### config.mk
export PLATFORM = sky130hd
export DESIGN_NAME = spike_arbiter
export DESIGN_NICKNAME = d
export VERILOG_FILES = /design/src/rtl/spike_pkg.sv /design/src/rtl/rr_pick4.sv /design/src/rtl/spike_arbiter.sv
export SDC_FILE = /design/constraint.sdc
export NUM_CORES = 1
export LEC_CHECK = 0
export CAP_MARGIN = 20
export CORE_MARGIN = 8
export CORE_UTILIZATION = 50
export DETAILED_ROUTE_END_ITERATION = 8
export PLACE_DENSITY_LB_ADDON = 0.25
export SLEW_MARGIN = 30
export SYNTH_ARGS = -nofsm -noshare
export SYNTH_HDL_FRONTEND = slang
export SYNTH_SLANG_ARGS = --single-unit
### constraint.sdc
create_clock -name i_clk -period 3.66 [get_ports i_clk]
set_input_delay 0.732 -clock i_clk [delete_from_list [all_inputs] [get_ports i_clk]]
set_output_delay 0.732 -clock i_clk [all_outputs]
set_load 0.005 [all_outputs]
### src/rtl/spike_pkg.sv
// spike_pkg: FSM encodings, channel count and default timeouts shared by the spike path
package spike_pkg;
    localparam int C_NUM_CH = 4;
    localparam logic [1:0] S_IDLE = 2'd0;
    localparam logic [1:0] S_GRANT = 2'd1;
    localparam logic [1:0] S_GAP = 2'd2;
    localparam int C_GAP_CYCLES = 4;
    localparam int C_ACK_TIMEOUT = 15;
    localparam logic [7:0] C_IDLE_TIMEOUT = 8'hF4;
    function automatic logic [2:0] ch_index(input logic [C_NUM_CH:1] oh);
        return oh[1] ? 3'd1 : oh[2] ? 3'd2 : oh[3] ? 3'd3 : 3'd4;
    endfunction
endpackage

### src/rtl/rr_pick4.sv
// rr_pick4: combinational round-robin pick of the first pending channel after i_ptr
module rr_pick4 import spike_pkg::*; (
    input  logic [C_NUM_CH:1] i_pend,
    input  logic [2:0]        i_ptr,
    output logic [C_NUM_CH:1] o_gnt,
    output logic              o_valid
);
    logic [7:0] w_pend2, w_first2;
    logic [3:0] w_rot, w_first;
    // rotate so the channel after i_ptr sits at bit 0, isolate lowest set bit, rotate back
    assign w_pend2  = {i_pend, i_pend};
    assign w_rot    = w_pend2[i_ptr +: 4];
    assign w_first  = w_rot & (~w_rot + 4'd1);
    assign w_first2 = {w_first, w_first};
    assign o_gnt    = w_first2[(3'd4 - i_ptr) +: 4];
    assign o_valid  = |i_pend;
endmodule

### src/rtl/spike_arbiter.sv
// spike_arbiter: round-robin serialiser of four spike channels with ack handshake, gap, drop and idle tracking
module spike_arbiter import spike_pkg::*; #(
    parameter int          P_GAP_CYCLES   = C_GAP_CYCLES,
    parameter int          P_ACK_TIMEOUT  = C_ACK_TIMEOUT,
    parameter logic [7:0]  P_IDLE_TIMEOUT = C_IDLE_TIMEOUT
) (
    input  logic       i_clk,
    input  logic       i_rst,
    input  logic [4:1] i_spike_req,
    input  logic       i_enable,
    input  logic       i_ack,
    output logic [4:1] o_spike_gnt,
    output logic       o_valid,
    output logic       o_busy,
    output logic       o_idle,
    output logic [7:0] o_drop_cnt
);
    localparam logic [7:0] C_ACK_LAST = 8'(P_ACK_TIMEOUT - 1);
    localparam logic [3:0] C_GAP_LAST = P_GAP_CYCLES == 0 ? 4'd0 : 4'(P_GAP_CYCLES - 1);
    logic [4:1] r_s1, r_s2, r_pend;
    logic [1:0] r_state;
    logic [2:0] r_ptr;
    logic [7:0] r_ack_cnt, r_idle_cnt;
    logic [3:0] r_gap_cnt;
    logic [4:1] w_edge, w_pick, w_clr, w_lost;
    logic       w_pick_vld, w_tmo, w_done;
    logic [8:0] w_drop_sum;
    rr_pick4 u_pick (.i_pend(r_pend), .i_ptr(r_ptr), .o_gnt(w_pick), .o_valid(w_pick_vld));
    assign w_edge = r_s1 & ~r_s2;
    assign w_tmo  = r_state == S_GRANT && !i_ack && r_ack_cnt == C_ACK_LAST;
    assign w_done = r_state == S_GRANT && (i_ack || w_tmo);
    // a fresh edge on the channel being retired re-arms it instead of counting as lost
    assign w_clr  = w_done ? o_spike_gnt : 4'd0;
    assign w_lost = w_edge & r_pend & ~w_clr;
    assign w_drop_sum = {1'b0, o_drop_cnt} + 9'($countones(w_lost)) + {8'd0, w_tmo};
    assign o_busy = r_state != S_IDLE;
    assign o_idle = r_idle_cnt >= P_IDLE_TIMEOUT;
    always_ff @(posedge i_clk or posedge i_rst) begin
        if (i_rst) begin
            r_s1        <= '0;
            r_s2        <= '0;
            r_pend      <= '0;
            r_state     <= S_IDLE;
            r_ptr       <= 3'd4;
            r_ack_cnt   <= '0;
            r_gap_cnt   <= '0;
            r_idle_cnt  <= '0;
            o_spike_gnt <= '0;
            o_valid     <= 1'b0;
            o_drop_cnt  <= '0;
        end else begin
            r_s1       <= i_spike_req;
            r_s2       <= r_s1;
            r_pend     <= (r_pend & ~w_clr) | w_edge;
            o_drop_cnt <= w_drop_sum[8] ? 8'hFF : w_drop_sum[7:0];
            r_idle_cnt <= (|w_edge || |r_pend) ? 8'd0 : o_idle ? r_idle_cnt : r_idle_cnt + 8'd1;
            case (r_state)
                S_IDLE: if (i_enable && w_pick_vld) begin
                    o_spike_gnt <= w_pick;
                    o_valid     <= 1'b1;
                    r_ack_cnt   <= '0;
                    r_state     <= S_GRANT;
                end
                S_GRANT: if (w_done) begin
                    r_ptr       <= ch_index(o_spike_gnt);
                    o_spike_gnt <= '0;
                    o_valid     <= 1'b0;
                    r_gap_cnt   <= '0;
                    r_state     <= S_GAP;
                end else r_ack_cnt <= r_ack_cnt + 8'd1;
                S_GAP: if (r_gap_cnt == C_GAP_LAST) r_state <= S_IDLE;
                       else r_gap_cnt <= r_gap_cnt + 4'd1;
                default: r_state <= S_IDLE;
            endcase
        end
    end
endmodule

==> results of run 1 <==
cells by family (layout without fill, tap and decap cells):
| kind of cell | after synthesis | after routing |
|---|---|---|
| AOI/OAI and AO/OA | 48 | 48 |
| and+or+nand+nor | 105 | 105 |
| buffers and inverters | 26 | 60 |
| DFF | 50 | 50 |
| muxes | 3 | 3 |
| adders and majority gates | 13 | 13 |
| xor gates and xnor gates | 17 | 17 |
Yosys cell counts (2+ instances only):
master / instances
a21o_1: 4
o22ai_1: 4
nor4_1: 3
o21ai_0: 10
inv_1: 19
a21oi_1: 11
and2_1: 4
or3_1: 2
ha_1: 10
nand4_1: 8
nand3_1: 9
a21boi_0: 2
nor2_1: 26
buf_2: 3
a31oi_1: 3
clkbuf_1: 3
nand2b_1: 8
dfrtp_1: 49
xor2_1: 6
xnor2_1: 11
o31ai_1: 4
and3_1: 4
a32oi_1: 2
fa_1: 3
nor3_1: 6
nor2b_1: 3
mux2i_1: 3
nand2_1: 26
final timing paths:
path	to	slack (ns)	cells after the start
worst max-delay path	o_drop_cnt[6]$_DFF_PP0_	0.23	14
worst min-delay path	r_s2[4]$_DFF_PP0_	0.38	0
worst max register to register	o_drop_cnt[6]$_DFF_PP0_	0.23	14
worst min register to register	r_s2[4]$_DFF_PP0_	0.38	0
max in group asynchronous	r_ack_cnt[5]$_DFFE_PP0P_	2.41	2
min in group asynchronous	r_gap_cnt[2]$_DFFE_PP0P_	0.84	2
stage by stage:
stage	setup TNS [ns]	setup WS, ns
floorplan	0	0.0620
global placement	-3.05	-0.416
detailed placement	-3.87	-0.533
CTS	0	0.0228
global route	0	0.0431
finish	0	0.234
state kept, by name (all words and copies together), names as in the netlist:
name	count
o_drop_cnt	8
o_spike_gnt	4
o_valid	1
r_ack_cnt	8
r_gap_cnt	4
r_idle_cnt	8
r_pend	4
r_ptr	3
r_s1	4
r_s2	4
r_state	2
worst max-delay path, delay by kind of cell, from the launching register on:
family	cells	cell delay [ns]
adder cells (fa/ha/maj)	4	1.58
AO/OA/AOI/OAI	4	0.64
AND/OR/NAND/NOR	5	0.56
flip-flops	1	0.42
buffers and inverters	1	0.12
where the power goes:
group | switching [W] | internal [W]
registers | 0.000162 | 0.000689
clock network | 0.000192 | 0.000203
logic | 0.000404 | 0.000424
total | 0.000759 | 0.00132
layer usage:
| metal | track usage | wire (microns) | vias to the layer above |
|---|---|---|---|
| met3 | 0.0328 | 147 | 7 |
| met5 | 0 | 0 | - |
| met2 | 0.242 | 2550 | 29 |
| met4 | 0.0609 | 93 | 0 |
| met1 | 0.179 | 2400 | 939 |
| li1 | - | - | 971 |
cells in the final DEF, fill, tap and decap left out, drive strengths merged, types with 2 or more instances in the layout:
cell / instances
dfrtp: 49
nand2: 26
nor2: 26
clkdlybuf4s50: 21
inv: 19
xnor2: 11
buf: 11
a21oi: 11
ha: 10
o21ai: 10
nand3: 9
nand2b: 8
nand4: 8
nor3: 6
xor2: 6
clkbuf: 5
and3: 5
o22ai: 4
o31ai: 4
and2: 4
a21o: 4
nor4: 3
mux2i: 3
nor2b: 3
a31oi: 3
fa: 3
a32oi: 2
or3: 2
a21boi: 2
clkinvlp: 2
cell type report:
type | instances | share of cell area
Sequential cell | 50 | 0.407
Multi-Input combinational cell | 186 | 0.404
Timing Repair Buffer | 33 | 0.0992
Tap cell | 70 | 0.0285
Inverter | 19 | 0.0240
Clock buffer | 5 | 0.0224
Clock inverter | 3 | 0.0146
timing repair:
action                                  CTS  global route
gates resized for setup                   5             8
pin swaps                                 1             7
endpoints found under the setup margin    8             8
setup buffers                             0             1
hold buffers                              0             0
==> results by group, run 1 <==
STA
  – RSZ-0062 raised after global routing: no
  – Layout Skew: 0.0104 ns
  – Hold slack: 0.384 ns
  – Max_slew headroom: 0.596
  – Slew Viols, Final: 0
  – Fin crit period: ~3.4 ns
  – # setup viols final: 0
  – Final Hold Vio Count: 0
  – Max Fclk: 0.292 GHz
  – Final period util: 0.936
  – Slew @ Worst Pin: 0.606 ns

Floorplanning
  – Die Width: approximately 88 microns
  – Rows: 26
  – Die H: 87.6 microns
  – Starting density of the core: 0.509
  – Top Ports: 23
  – Core ar.: a little over 5000 sq um
  – Die area: ~7700 sq um

Synthesis
  – Asr flop ratio synth: 1.00
  – Post-synth top flop: dfrtp_1
  – Post-synth net total: ~280
  – Leading area contributor after synthesis: dfrtp_1
  – Mux contribution to synthesized area: 0.0117
  – Top-area cell type share of the netlist area: 0.478
  – Main combinational cell family by area after synthesis: simple AND/OR/NAND/NOR gates
  – Synth Area in Compound Gates: 0.121
  – Synth Cell Area: between 2000 and 3000 sq um
  – Synth area leaders: dfrtp_1 (48%), ha_1 (4.9%), nand2_1 (3.8%), nor2_1 (3.8%), xnor2_1 (3.8%)
  – Xor and xnor area share after synthesis: 0.0580
  – Yosys warnings: 0
  – Post-Synth Simple-Gate Area: 0.206
  – Number of synthesized register bits: 50
  – Post-synthesis sequential area ratio: 0.488
  – Synth cell types: 44
  – Synth Instances: approximately 260
  – Post-synth EDFFs: 0
  – Avg Cell Area, Syn: a little under 10 sq um
  – Post-Synth Adder-Cell Area: 0.0722

GRT
  – Number of global-route vias before repair: around 1900
  – Gr usage total: 0.146
  – Initial antenna violation count: 0
  – First-pass GRT wire length: 8.84 mm
  – Grt total ovfl: 0
  – Largest net degree at the start of global routing: around 50

Finish
  – Post-Layout Inst Area: about 3100 sq um
  – Final Net Count: 316
  – Util after Layout: 0.610
  – Share of layout cells above drive strength 1: 0.111
  – Multi-input gate area: 1240 sq um
  – Post-route insts no fill: between 300 and 400
  – Storage cell area: 1250 sq um
  – Antenna Cells: 0
  – Area Overhead vs Synth: 19.9%
  – # fillers: 442

Setup path
  – Crit-path max cell delay: around 0.52 ns
  – CP Data Arrival Time: about 3.6 ns
  – Critical path launch point: r_ack_cnt[7]$_DFFE_PP0P_
  – RR Startpoint: r_ack_cnt[7]$_DFFE_PP0P_
  – CP Cell Sequence: nor3_1, nand4b_1, a21o_1, o21ai_2, nor2_2, fa_1, fa_1, ha_2, fa_2, a21oi_4, nor2_2, buf_4, nor2_1, a21oi_1
  – Worst Setup End Kind: flop
  – Worst path slowest cell: fa_1
  – Worst path required time: just under 4 ns
  – Setup Crit Path Kind: reg -> reg
  – CP startpoint kind: flop
  – CP max FO: 4

Drt
  – Post-route ant nets: 0
  – DRC errors left: 0
  – Via count: just under 2000
  – DRT iter0 DRCs: 130
  – Drt first pass iters: 4
  – Final WL: ~5.2 mm
  – WL per Instance: 14.2 microns
  – Vias per cell: between 5 and 6

Clocking
  – CTS clk-pin slew, worst paths: ~0.090 ns
  – Clk sinks: 50
  – Worst-Skew Late Latency: 0.31 ns
  – H-tree depth: 2
  – CTS tree: done
  – CTS Buf Count: 5
  – Clock Path Buffers: 2
  – Clk Tree Root Cell: clkbuf_8

Flow run
  – Maxcap violations: 0

Placed design
  – Gp weighted congestion: a little over 0.8
  – IO Port Bufs: 22
  – Post-DP Area: about 3000 sq um
  – DP HPWL: roughly 3.7 mm
  – Placed insts: 357

Hold path
  – Worst Hold Class: reg -> reg
  – HP Start: r_s1[4]$_DFF_PP0_

Pwr
  – Leak Pwr: between 1 and 1.5 nW
  – PwrDens: 674 nW/um^2
  – Worst VDD drop: around 0.00039 V
  – Design Power: between 0.002 and 0.0025 W

Run status
  – Outcome: completed
No activity file was read; power rests on OpenSTA's default activity.
==> run 2: changes to the inputs <==
--- a/config.mk
+++ b/config.mk
@@ -7,7 +7,7 @@
 export LEC_CHECK = 0
 export CAP_MARGIN = 20
 export CORE_MARGIN = 8
-export CORE_UTILIZATION = 50
+export CORE_UTILIZATION = 51
 export DETAILED_ROUTE_END_ITERATION = 8
 export PLACE_DENSITY_LB_ADDON = 0.25
 export SLEW_MARGIN = 30
==> results by group, run 2 (synthesized netlist as in run 1, its figures left out) <==
Run status
  – Outcome: completed

Setup path
  – Worst path most repeated cell: nor2_2
  – Worst path required time: slightly below 4 ns
  – Critical R2R Capture: o_drop_cnt[6]$_DFF_PP0_
  – Setup Crit Path Kind: reg -> reg
  – Worst path slowest cell: fa_1
  – Worst Setup End Kind: flop
  – RR Startpoint: r_ack_cnt[7]$_DFFE_PP0P_
  – Crit-path max cell delay: 0.55 ns
  – Critical path launch point: r_ack_cnt[7]$_DFFE_PP0P_
  – Crit path capture: o_drop_cnt[6]$_DFF_PP0_
  – CP Data Arrival Time: approximately 3.7 ns
  – Critical path's top delay family: adder cells
  – R2R Setup Slk: around 0.16 ns
  – Crit path depth: 14
  – CP max FO: 4
  – Buffers & Inverters on Critical Path: 1
  – CP startpoint kind: flop
  – Worst reg2reg path depth: 14
  – CP Cell Sequence: nor3_1, nand4b_1, a21o_1, o21ai_2, nor2_2, fa_1, fa_1, ha_2, fa_2, a21oi_4, nor2_2, buf_4, nor2_2, a21oi_1

Finish
  – Commonest non-fill, non-tap cell in the layout: dfrtp_1
  – Final Net Count: between 300 and 400
  – Multi-input gate area: about 1200 sq um
  – Area Overhead vs Synth: 20.2%
  – Util after Layout: 0.620
  – Most frequent cells in the layout: dfrtp_1 (49), nand2_1 (26), nor2_1 (23), clkdlybuf4s50_1 (21), inv_1 (18)
  – Storage cell area: between 1000 and 1500 sq um
  – Top Registers: o_drop_cnt: 8 flops, r_ack_cnt: 8 flops, r_idle_cnt: 8 flops
  – Post-Layout Inst Area: approximately 3100 sq um
  – Antenna Cells: 0
  – # fillers: 422
  – Share of layout cells above drive strength 1: 0.123

Clocking
  – CTS Buf Count: 5
  – Clk Tree Root Cell: clkbuf_8
  – Clk sinks: 50
  – Worst-Skew Late Latency: 0.31 ns
  – Clock Path Buffers: 2
  – H-tree depth: 2
  – CTS tree: done
  – CTS clk-pin slew, worst paths: 0.09 ns

STA
  – Max Fclk: ~0.29 GHz
  – Final Hold Vio Count: 0
  – Slew @ Worst Pin: 0.617 ns
  – Final period util: 0.957
  – Slew Viols, Final: 0
  – Max_slew headroom: 0.589
  – Layout Skew: about 0.010 ns
  – Slack of the critical path: ~0.16 ns
  – Fin crit period: 3.50 ns
  – RSZ-0062 raised after global routing: no
  – # setup viols final: 0
  – Hold slack: slightly below 0.4 ns

Drt
  – Via count: about 2000
  – Post-route ant nets: 0
  – Final WL: roughly 5.4 mm
  – Drt first pass iters: 4
  – DRT iter0 DRCs: roughly 120
  – Vias per cell: 5.46
  – WL per Instance: between 10 and 15 microns
  – DRC errors left: 0

GRT
  – Number of global-route vias before repair: ~2000
  – First-pass GRT wire length: 9.03 mm
  – Largest net degree at the start of global routing: ~50
  – Gr usage total: 0.151
  – Grt total ovfl: 0
  – Initial antenna violation count: 0

Placed design
  – IO Port Bufs: 22
  – Gp weighted congestion: 0.848
  – Post-DP Area: 2940 sq um
  – DP HPWL: around 3.7 mm
  – Worst slack at placement: -0.496 ns

Floorplanning
  – Starting density of the core: 0.516
  – Die H: ~87 microns
  – Top Ports: 23
  – Rows: 26
  – Die area: 7560 sq um
  – Die Width: just under 90 microns
  – Core ar.: 4980 sq um

Pwr
  – PwrDens: 665 nW/um^2
  – Leak Pwr: around 1.4 nW
  – Worst VDD drop: roughly 0.00035 V

Hold path
  – Worst Hold Class: reg -> reg
  – Hold path cells: 0

Flow run
  – Maxcap violations: 0
run 2: through the flow:
step | setup TNS [ns] | power (W) | std cells
6_report | 0 | 0.00205 | 370
5_1_grt | 0 | 0.00221 | 370
4_1_cts | 0 | 0.00204 | 369
3_5_place_dp | -3.63 | 0.00167 | 361
3_3_place_gp | -2.89 | 0.00166 | 361
2_1_floorplan | 0 | 0.00133 | 262
run 2: where the power goes:
group / leakage (nW) / switching [W] / internal, W
Combinational: 0.713 / 0.000424 / 0.000445
Sequential: 0.629 / 0.000155 / 0.000689
Clock: 0.0472 / 0.000186 / 0.000152
run 2: metal layers:
| layer | global-route usage | vias to the layer above | wire length, microns |
|---|---|---|---|
| met3 | 0.0387 | 9 | 193 |
| met5 | 0 | - | 0 |
| met4 | 0.0501 | 0 | 95 |
| li1 | - | 976 | - |
| met1 | 0.181 | 991 | 2500 |
| met2 | 0.257 | 45 | 2610 |
run 2: timing repair:
| action | in CTS | in global routing |
|---|---|---|
| pin swaps | 1 | 6 |
| cloned | 0 | 0 |
| endpoints found under the setup margin | 8 | 8 |
| hold endpoints to repair | 0 | 0 |
| hold buffers | 0 | 0 |
| buffers inserted | 0 | 1 |
| resized for setup | 5 | 8 |
run 2: worst reg2reg max path, delay by kind of cell (launching register included):
| family | cells | cell delay [ns] |
|---|---|---|
| adders and majority gates | 4 | 1.62 |
| AOI/OAI and AO/OA | 4 | 0.65 |
| buffers and inverters | 1 | 0.13 |
| DFF | 1 | 0.41 |
| and+or+nand+nor | 5 | 0.57 |
run 2: area by class of cell:
type,instances,area share
timing repair buffer,37,0.109
sequential,50,0.406
clock buffer,6,0.0268
tap,70,0.0284
multi-input combinational,186,0.402
inverter,19,0.0239
clock inverter,2,0.00406
run 2: worst min path at each step:
| stage | startpoint | endpoint | slack (ns) |
|---|---|---|---|
| 2_1_floorplan | r_s1[1]$_DFF_PP0_ | r_s2[1]$_DFF_PP0_ | 0.35 |
| 3_3_place_gp | r_s1[1]$_DFF_PP0_ | r_s2[1]$_DFF_PP0_ | 0.37 |
| 6_report | r_s1[3]$_DFF_PP0_ | r_s2[3]$_DFF_PP0_ | 0.39 |
| 4_1_cts | r_s1[3]$_DFF_PP0_ | r_s2[3]$_DFF_PP0_ | 0.40 |
| 5_1_grt | r_s1[3]$_DFF_PP0_ | r_s2[3]$_DFF_PP0_ | 0.41 |
| 3_5_place_dp | r_s1[1]$_DFF_PP0_ | r_s2[1]$_DFF_PP0_ | 0.37 |
==> run 3: changes to the inputs <==
--- a/config.mk
+++ b/config.mk
@@ -10,7 +10,7 @@
 export CORE_UTILIZATION = 51
 export DETAILED_ROUTE_END_ITERATION = 8
 export PLACE_DENSITY_LB_ADDON = 0.25
-export SLEW_MARGIN = 30
+export SETUP_SLACK_MARGIN = 0.1
 export SYNTH_ARGS = -nofsm -noshare
 export SYNTH_HDL_FRONTEND = slang
 export SYNTH_SLANG_ARGS = --single-unit
==> results by group, run 3 (synthesized netlist as in run 1, its figures left out) <==
STA
  – Fin crit period: 3.44 ns
  – Layout Skew: just over 0.007 ns
  – Hold slack: between 0.3 and 0.4 ns
  – Max_slew headroom: 0.676
  – Final period util: 0.939
  – Sum of negative setup slack: 0 ns
  – Slew Viols, Final: 0
  – # setup viols final: 0
  – Slew @ Worst Pin: ~0.48 ns
  – RSZ-0062 raised after global routing: no
  – Final Hold Vio Count: 0
  – Max Fclk: 0.291 GHz

Finish
  – Post-route insts no fill: between 300 and 400
  – Commonest non-fill, non-tap cell in the layout: dfrtp_1
  – # fillers: around 420
  – Area Overhead vs Synth: 21.5%
  – Share of layout cells above drive strength 1: 0.123
  – Antenna Cells: 0
  – Top Registers: o_drop_cnt: 8 flops, r_ack_cnt: 8 flops, r_idle_cnt: 8 flops
  – Most frequent cells in the layout: dfrtp_1 (49), nand2_1 (26), nor2_1 (24), clkdlybuf4s50_1 (21), inv_1 (18)
  – Final Net Count: between 300 and 400

Drt
  – DRT iter0 DRCs: 150
  – Post-route ant nets: 0
  – Vias per cell: 5.32
  – DRC errors left: 0
  – Final WL: between 5 and 6 mm
  – WL per Instance: 14.1 microns
  – Drt first pass iters: 4
  – Via count: between 1500 and 2000

Setup path
  – Buffers & Inverters on Critical Path: 1
  – CP max FO: 5
  – CP Cell Sequence: ha_1, nand4b_1, a21o_1, o21ai_2, nor2_2, fa_1, fa_1, ha_2, fa_2, a21oi_4, buf_4, nand3_1, o21a_1
  – Worst path required time: 3.85 ns
  – Worst path slowest cell: fa_1
  – Worst path most repeated cell: fa_1
  – Crit-path max cell delay: ~0.52 ns
  – Setup Crit Path Kind: reg -> reg
  – CP startpoint kind: flop
  – CP Data Arrival Time: approximately 3.6 ns
  – Worst Setup End Kind: flop
  – Critical path's top delay family: adder cells

GRT
  – Gr usage total: 0.147
  – Initial antenna violation count: 0
  – Largest net degree at the start of global routing: 51
  – Grt total ovfl: 0
  – First-pass GRT wire length: roughly 9 mm
  – Number of global-route vias before repair: ~1900

Clocking
  – CTS clk-pin slew, worst paths: about 0.09 ns
  – Clock Path Buffers: 2
  – Clk Tree Root Cell: clkbuf_8
  – Worst-Skew Late Latency: 0.30 ns
  – CTS Buf Count: 5
  – H-tree depth: 2
  – Clk sinks: 50
  – CTS tree: done

Pwr
  – Worst VDD drop: around 0.00036 V
  – Leak Pwr: 1.40 nW
  – PwrDens: roughly 670 nW/um^2

Floorplanning
  – Starting density of the core: 0.516
  – Rows: 26
  – Die H: 86.9 microns
  – Core ar.: 4980 sq um
  – Top Ports: 23
  – Die area: roughly 7600 sq um
  – Die Width: 86.9 microns

Placed design
  – IO Port Bufs: 22
  – Gp weighted congestion: between 0.9 and 1
  – Placed insts: around 360
  – DP HPWL: 3.70 mm

Flow run
  – Maxcap violations: 0

Hold path
  – Worst Hold Class: reg -> reg

Run status
  – Outcome: completed
run 3: cell count changes in the layout (fill, tap and decap cells not counted), sizes merged:
| cell | previous run | this run |
|---|---|---|
| bufinv | 0 | 1 |
| clkinv | 1 | 0 |
run 3: power by group:
part           leakage (nW)  internal, W  switching [W]  total (W)
registers             0.629     0.000689       0.000154   0.000843
clock network        0.0514     0.000204       0.000181   0.000385
logic                 0.718     0.000442       0.000413   0.000855
run 3: cell type report:
| class | count | area [sq um] | area share |
|---|---|---|---|
| timing repair buffer | 37 | 348 | 0.112 |
| clock buffer | 6 | 72.6 | 0.0233 |
| tap | 70 | 87.6 | 0.0281 |
| multi-input combinational | 186 | 1250 | 0.400 |
| clock inverter | 2 | 37.5 | 0.0120 |
| sequential | 50 | 1250 | 0.402 |
| inverter | 19 | 71.3 | 0.0229 |
run 3: metrics by stage:
| stage | util | setup WS (ns) | area [sq um] | power [W] |
|---|---|---|---|---|
| after floorplan | - | 0.117 | 2570 | 0.00134 |
| after global placement | 0.589 | -0.368 | 2930 | 0.00166 |
| after detailed placement | 0.589 | -0.459 | 2930 | 0.00167 |
| after CTS | 0.614 | 0.119 | 3050 | 0.00207 |
| after global routing | 0.626 | 0.0784 | 3120 | 0.00225 |
| final | 0.626 | 0.224 | 3120 | 0.00208 |
run 3: final timing paths:
check	depth (start not counted)	start	slack [ns]	end
min in group asynchronous	2	i_rst	0.62	r_gap_cnt[3]$_DFFE_PP0P_
worst max register to register	13	r_ack_cnt[1]$_DFFE_PP0P_	0.22	o_drop_cnt[7]$_DFF_PP0_
max in group asynchronous	3	i_rst	2.53	r_ptr[2]$_DFFE_PP1P_
worst min register to register	0	r_s1[3]$_DFF_PP0_	0.38	r_s2[3]$_DFF_PP0_
worst min-delay path	0	r_s1[3]$_DFF_PP0_	0.38	r_s2[3]$_DFF_PP0_
worst max-delay path	13	r_ack_cnt[1]$_DFFE_PP0P_	0.22	o_drop_cnt[7]$_DFF_PP0_
run 3: per-layer routing:
layer / up-vias / GRT usage / share of wire
li1: 978 / - / -
met1: 942 / 0.201 / 0.49
met2: 43 / 0.228 / 0.46
met3: 4 / 0.0377 / 0.047
met4: 0 / 0.0329 / 0.0073
met5: - / 0 / 0
run 3: repair_timing:
action,4_1_cts,5_1_grt
gates resized for setup,6,7
setup endpoints to repair,8,8
hold buffers,0,0
pin swaps,1,9
buffers inserted,0,2
